===== src/rtl/reg_file_dump_pkg.sv =====
// Shared definitions for the register-file dump engine: state encoding,
// default register count and the checksum helper.
package reg_file_dump_pkg;

    localparam int DUMP_NUM_REGS = 8;

    typedef logic [2:0] state_t;

    localparam logic [2:0] S_IDLE     = 3'd0;
    localparam logic [2:0] S_CAPTURE  = 3'd1;
    localparam logic [2:0] S_SEND_HI  = 3'd2;
    localparam logic [2:0] S_SEND_LO  = 3'd3;
    localparam logic [2:0] S_SEND_SUM = 3'd4;
    localparam logic [2:0] S_DONE     = 3'd5;

    // Byte that brings the running sum of all sent bytes to zero mod 256.
    function automatic logic [7:0] csum_byte(input logic [7:0] sum);
        return 8'd0 - sum;
    endfunction

endpackage


===== src/rtl/reg_file_dump.sv =====
// Walks register addresses 0..NUM_REGS-1, snapshots each register and streams
// it high byte first over a valid/ready byte port, followed by a checksum byte.
module reg_file_dump
    import reg_file_dump_pkg::*;
#(
    parameter int NUM_REGS = DUMP_NUM_REGS,
    parameter int ADDR_W   = $clog2(NUM_REGS)
) (
    input  logic              Clk,
    input  logic              Reset,
    input  logic              Start,
    output logic [ADDR_W-1:0] Rd_Addr,
    input  logic [15:0]       Rd_Data,
    output logic [7:0]        Byte_Out,
    output logic              Byte_Valid,
    input  logic              Byte_Ready,
    output logic              Busy,
    output logic              Done
);

    localparam logic [ADDR_W-1:0] LAST_ADDR = ADDR_W'(NUM_REGS - 1);

    state_t            state_q, state_d;
    logic [ADDR_W-1:0] addr_q, addr_d;
    logic [7:0]        sum_q, sum_d;
    logic [15:0]       shadow_q, shadow_d;
    logic              xfer;

    assign xfer = Byte_Valid && Byte_Ready;

    always_comb begin
        state_d  = state_q;
        addr_d   = addr_q;
        sum_d    = sum_q;
        shadow_d = shadow_q;
        case (state_q)
            S_IDLE: begin
                addr_d = '0;
                if (Start) begin
                    sum_d   = 8'd0;
                    state_d = S_CAPTURE;
                end
            end
            S_CAPTURE: begin
                shadow_d = Rd_Data;
                state_d  = S_SEND_HI;
            end
            S_SEND_HI: begin
                if (xfer) begin
                    sum_d   = sum_q + shadow_q[15:8];
                    state_d = S_SEND_LO;
                end
            end
            S_SEND_LO: begin
                if (xfer) begin
                    sum_d = sum_q + shadow_q[7:0];
                    if (addr_q == LAST_ADDR) begin
                        state_d = S_SEND_SUM;
                    end else begin
                        addr_d  = addr_q + 1'b1;
                        state_d = S_CAPTURE;
                    end
                end
            end
            S_SEND_SUM: begin
                // Address is cleared here so it already reads 0 in the DONE cycle.
                if (xfer) begin
                    addr_d  = '0;
                    state_d = S_DONE;
                end
            end
            S_DONE: begin
                addr_d  = '0;
                state_d = S_IDLE;
            end
            default: begin
                addr_d  = '0;
                state_d = S_IDLE;
            end
        endcase
    end

    always_ff @(posedge Clk) begin
        if (Reset) begin
            state_q  <= S_IDLE;
            addr_q   <= '0;
            sum_q    <= 8'd0;
            shadow_q <= 16'd0;
        end else begin
            state_q  <= state_d;
            addr_q   <= addr_d;
            sum_q    <= sum_d;
            shadow_q <= shadow_d;
        end
    end

    // Outputs depend only on registered state, never on Byte_Ready.
    always_comb begin
        Byte_Out = 8'd0;
        case (state_q)
            S_SEND_HI:  Byte_Out = shadow_q[15:8];
            S_SEND_LO:  Byte_Out = shadow_q[7:0];
            S_SEND_SUM: Byte_Out = csum_byte(sum_q);
            default:    Byte_Out = 8'd0;
        endcase
    end

    assign Byte_Valid = (state_q == S_SEND_HI) || (state_q == S_SEND_LO) ||
                        (state_q == S_SEND_SUM);
    assign Busy       = Byte_Valid || (state_q == S_CAPTURE);
    assign Done       = (state_q == S_DONE);
    assign Rd_Addr    = addr_q;

endmodule


===== config.mk =====
export PLATFORM = sky130hd
export DESIGN_NAME = reg_file_dump
export DESIGN_NICKNAME = d
export VERILOG_FILES = /design/src/rtl/reg_file_dump_pkg.sv /design/src/rtl/reg_file_dump.sv
export SDC_FILE = /design/constraint.sdc
export NUM_CORES = 1
export LEC_CHECK = 0
export CORE_MARGIN = 2
export CORE_UTILIZATION = 58
export CTS_BUF_LIST = sky130_fd_sc_hd__clkbuf_8
export DETAILED_ROUTE_END_ITERATION = 8
export GPL_TIMING_DRIVEN = 0
export PLACE_DENSITY = 0.87
export SLEW_MARGIN = 10
export SYNTH_ARGS = -nofsm -noshare
export SYNTH_HDL_FRONTEND = slang
export SYNTH_SLANG_ARGS = --single-unit

===== constraint.sdc =====
create_clock -name Clk -period 5.55 [get_ports Clk]
set_input_delay 0.555 -clock Clk [delete_from_list [all_inputs] [get_ports Clk]]
set_output_delay 0.555 -clock Clk [all_outputs]
set_load 0.02 [all_outputs]

**Word-level counts from Yosys, hierarchy flattened**

Cells that the tools add are included.

- Flip-flop bits (word level): 30
- Logic and storage cells: 45

- Add/sub/neg operators: 4
- Equality and inequality tests: 11
- Muxes and demuxes: 15
- Bitwise operators: 1
- Reduce and logical (&&, ||, !) cells: 10

Operator list:

| kind | count |
|---|---|
| 8-bit one-hot mux with 3 select lines | 2 |
| 3-bit 2-to-1 mux | 8 |
| 8-bit 2-to-1 mux | 3 |
| 8-bit adder | 2 |
| 3-bit one-hot mux with 5 select lines | 1 |
| 4-bit AND reduction | 3 |
| 2-bit != test, second input constant | 5 |
| 3-bit equality test, second input constant | 3 |
| 3-bit one-hot mux with 3 select lines | 1 |
| 1-bit by 8-bit subtractor with 8-bit output, first input constant | 1 |
| 3-bit by 2-bit equality test with 1-bit output, second input constant | 2 |
| 3-bit by 1-bit adder with 3-bit output, second input constant | 1 |
| 3-bit by 1-bit equality test with 1-bit output, second input constant | 1 |
| 3-bit zero test | 1 |
| 1-bit logical OR | 3 |
| 3-bit nonzero test | 1 |
| 2-bit OR reduction | 1 |
| 1-bit logical AND | 1 |
| 1-bit NOT | 1 |

**Depth between registers and ports, before layout**

- Word-level depth: 6
- Mapped depth: 11

**Least setup slack after synthesis**

No wires, ideal clock.

- Kind: reg-to-reg
- Start: register state_q[0]
- End: register sum_q[6]
- Library setup time: 0.120 ns
- Arrival: 2.353 ns
- Slack: 3.077 ns
- Stages on the path, launching flop included: 12
- Buffers on the path: 1
- Period minus slack after synthesis: 2.473 ns
- Cell sequence: dfxtp_1 -> buf_6 -> nand3b_1 -> mux2_2 -> ha_1 -> inv_1 -> fa_1 -> nand2b_1 -> a21oi_1 -> o21ai_0 -> and3_1 -> a211o_1

- Word-level cells in the longest chain between the ends: 6

Ends and longest elaborated chain:

| what | RTL line | source |
|---|---|---|
| start, declared | reg_file_dump.sv:23 | `state_t state_q, state_d;` |
| start signal, assigned | reg_file_dump.sv:90 | `state_q <= state_d;` |
| 3-bit by 2-bit equality test with 1-bit output | reg_file_dump.sv:36, reg_file_dump.sv:108 |  |
| 1-bit logical OR (2 in a row) | reg_file_dump.sv:108 | `assign Byte_Valid = (state_q == S_SEND_HI) \|\| (state_q == S_SEND_LO) \|\|` |
| 1-bit logical AND | reg_file_dump.sv:29 | `assign xfer = Byte_Valid && Byte_Ready;` |
| 2-bit != test (no line) | n/a |  |
| 4-bit AND reduction (no line) | n/a |  |
| end signal, assigned | reg_file_dump.sv:92 | `sum_q <= sum_d;` |
| end, declared | reg_file_dump.sv:25 | `logic [7:0] sum_q, sum_d;` |

Parallel ways exist; a longest one is shown, timed or not.
A chain may end at the register's enable or synchronous reset.

**Worst setup path after layout**

- Start: register state_q[1]
- End: output port Byte_Out[4]

- Word-level cells in the longest chain between the ends: 2

Ends and longest elaborated chain:

| what | RTL line | source |
|---|---|---|
| 3-bit equality test / 3-bit by 2-bit equality test with 1-bit output (equally long branches) | reg_file_dump.sv:100 | `case (state_q)` |
| 8-bit one-hot mux with 3 select lines (*) | reg_file_dump.sv:100 |  |
| end, declared | reg_file_dump.sv:14 | `output logic [7:0] Byte_Out,` |

Mark *: on every way between the ends. The rest lies on a longest branch, timed or not.

==> flow_summary.ini <==
[worst_setup_path]
critPathSlowestCell = clkdlybuf4s50_1
path_buf_inv = 2
worstPathRequired_ns = 4.99
critical_path_class = reg2out
end_kind = output pin
max_stage_delay_ns = 0.65
path_max_fanout = 10
path_cells = clkbuf_1 > nor2_1 > nand2_1 > o22ai_1 > clkdlybuf4s50_1
cp_data_arrival_time_ns = 2.34
path_delay_family = buffers and inverters
startpoint_type = register

[power_and_ir_drop]
cellPowerDensity_nw_per_um2 = 217
p_leak_nw = 0.923
peakVddDrop_v = 0.000255

[synthesis]
synth.net_count = 265
synthDistinctLibCells = 37
yosysSeqAreaShare = 0.321
synth_seq_cells = 30
syn_inst = 234
syn-cell-area_um2 = 1870
avgSynthCellArea_um2 = 7.99
yosys_warnings = 0

[routing]
viasPerCell = 5.69
routed_wirelength_um = 4480
vias = 1809
drtIter0Drc = 149
drtAntennaViolNets = 0
wl_per_cell_um = 14.1
dr.pass1.iters = 5
drc = 0

[timing]
setup_viol = 0
maxSlewHeadroom = 0.537
hold_slack_ns = 0.474
fin_skew_ns = 0.00478
timing.fmax_mhz = 345
worstMarginPinSlew_ns = 0.684
setup-tns-final_ns = 0
fin_ws_ns = 2.66
finalMaxSlewViolations = 0
timing.final.crit_share = 0.522
rsz0062_at_grt = false
hold_violations = 0
min_period_ns = 2.89

[placed_design]
dp_worst_setup_slack_ns = 2.77
gp_congestion = 0.862
dp_hpwl_um = 3440
portBuffers = 33

[finish]
drive_above_1_share = 0.0839
n_antenna_cell = 0
final_core_util = 0.765
multi_input_area_um2 = 1180
mostFrequentLayoutCells = 44 x nand2_1, 33 x clkdlybuf4s50_1, 30 x dfxtp_1, 28 x a21oi_1
fill_cells = 243
nets = 305
areaGrowthSynthToFinish_pct = 24.8
layout_commonest_cell = nand2_1
seq_area_um2 = 601

[clock_network]
clk_pin_slew_ns = 0.06
cts_tree = built
clockBufferDepth = 2
cts_resized = 0
htreeDepth = 2
clock-sinks = 30
postCtsSetupBuffers = 0
cts_hold_buf = 0
cts_made_buffers = 5
insertion_delay_ns = 0.28
cts-root-buf = clkbuf_8

[global_routing]
gr-usage-all-layers = 0.264
grt_first_pass_wirelength_um = 7160
first_global_vias = 1616
grt_overflow = 0
antenna_found_initial = 0
grt_max_degree = 11

[run_status]
outcome = finished clean

[die]
fp.dieW_um = 60.8
start_util = 0.613
dieArea_um2 = 3700
fp.dieH_um = 60.8
core_um2 = 3050
ios = 34
num_rows = 20

[hold_path]
hold_class = reg2reg

[flow_run]
max_cap_violations = 0
[through the flow]
stage                     power (mW)  area (um2)  instances
after global routing           0.526        2330        318
after CTS                      0.506        2330        318
after detailed placement       0.345        2260        311
after global placement         0.342        2260        311
after floorplan                0.305        1870        234
final                          0.506        2330        318
[sequential cells by signal, indices dropped and copies added (netlist names)]
signal    cells
shadow_q     16
Rd_Addr       3
sum_q         8
state_q       3
[tightest hold or removal path, delay by kind of cell (launching register included)]
| family | cells | cell delay [ns] |
|---|---|---|
| flops | 1 | 0.32 |
| simple gates | 1 | 0.05 |
| compound gates | 1 | 0.05 |
[logic make-up (layout without fill, tap and decap cells)]
family / Yosys count / count (layout) / synth area share
xor gates and xnor gates: 9 / 9 / 0.0421
AOI/OAI and AO/OA: 52 / 52 / 0.157
DFF: 30 / 30 / 0.321
muxes: 19 / 19 / 0.106
adders and majority gates: 11 / 11 / 0.0776
and+or+nand+nor: 93 / 93 / 0.246
buffers and inverters: 20 / 60 / 0.0502
[layer usage]
| metal | vias to the layer above | global-route usage | share of wire |
|---|---|---|---|
| met5 | - | 0 | 0 |
| met4 | 0 | 0.0652 | 0.011 |
| met3 | 6 | 0.0512 | 0.047 |
| met2 | 49 | 0.475 | 0.50 |
| met1 | 855 | 0.324 | 0.44 |
| li1 | 899 | - | - |
[power breakdown]
| part | total [mW] | leakage (nW) | switching (mW) | internal, mW |
|---|---|---|---|---|
| Sequential | 0.232 | 0.244 | 0.00779 | 0.225 |
| Combinational | 0.108 | 0.635 | 0.0584 | 0.0498 |
| Clock | 0.165 | 0.0438 | 0.0813 | 0.0840 |
[cell usage after synthesis]
| cell type | count | share of area |
|---|---|---|
| a21o_1 | 2 | 0.0080 |
| o22ai_1 | 7 | 0.023 |
| o211ai_1 | 1 | 0.0040 |
| o21ai_1 | 2 | 0.0054 |
| nor3b_1 | 2 | 0.0080 |
| xnor2_1 | 2 | 0.0094 |
| clkbuf_1 | 9 | 0.018 |
| and3b_1 | 2 | 0.0094 |
| dfxtp_1 | 30 | 0.32 |
| o311ai_1 | 1 | 0.0047 |
| nand3b_1 | 4 | 0.016 |
| nor4b_2 | 1 | 0.0080 |
| a21oi_2 | 1 | 0.0047 |
| nand2_1 | 44 | 0.088 |
| or3b_4 | 1 | 0.0060 |
| nand4_1 | 4 | 0.013 |
| mux2i_1 | 12 | 0.064 |
| o21ai_0 | 6 | 0.016 |
| nor2b_1 | 3 | 0.010 |
| a211o_1 | 1 | 0.0047 |
| nor2_1 | 12 | 0.024 |
| nor3_2 | 1 | 0.0054 |
| nand3_1 | 8 | 0.021 |
| nor4_1 | 2 | 0.0067 |
| buf_6 | 2 | 0.012 |
| mux2_2 | 7 | 0.042 |
| o31ai_1 | 1 | 0.0040 |
| inv_1 | 6 | 0.012 |
| buf_2 | 3 | 0.0080 |
| and3_1 | 4 | 0.013 |
| fa_1 | 1 | 0.011 |
| nand2b_1 | 4 | 0.013 |
| nor3_1 | 1 | 0.0027 |
| ha_1 | 10 | 0.067 |
| a31oi_1 | 2 | 0.0067 |
| a21oi_1 | 28 | 0.075 |
| xor2_1 | 7 | 0.033 |
[cell type report]
type                       instances  area share
buffer                            14      0.0305
clock buffer                       5      0.0295
clock inverter                     2     0.00429
inverter                           6     0.00965
multi-input combinational        184       0.504
sequential                        30       0.257
tap                               44      0.0236
timing repair buffer              33       0.141
[final timing paths]
| kind | slack, ns | depth (start not counted) | start | endpoint |
|---|---|---|---|---|
| worst max-delay path | 2.66 | 5 | state_q[1]$_SDFFE_PP0P_ | Byte_Out[4] |
| worst min-delay path | 0.47 | 2 | shadow_q[12]$_SDFFE_PP0P_ | shadow_q[12]$_SDFFE_PP0P_ |
| worst max register to register | 2.75 | 10 | state_q[1]$_SDFFE_PP0P_ | sum_q[6]$_SDFFE_PP0P_ |
| worst min register to register | 0.47 | 2 | shadow_q[12]$_SDFFE_PP0P_ | shadow_q[12]$_SDFFE_PP0P_ |
Power figures use the tool's default switching activity.
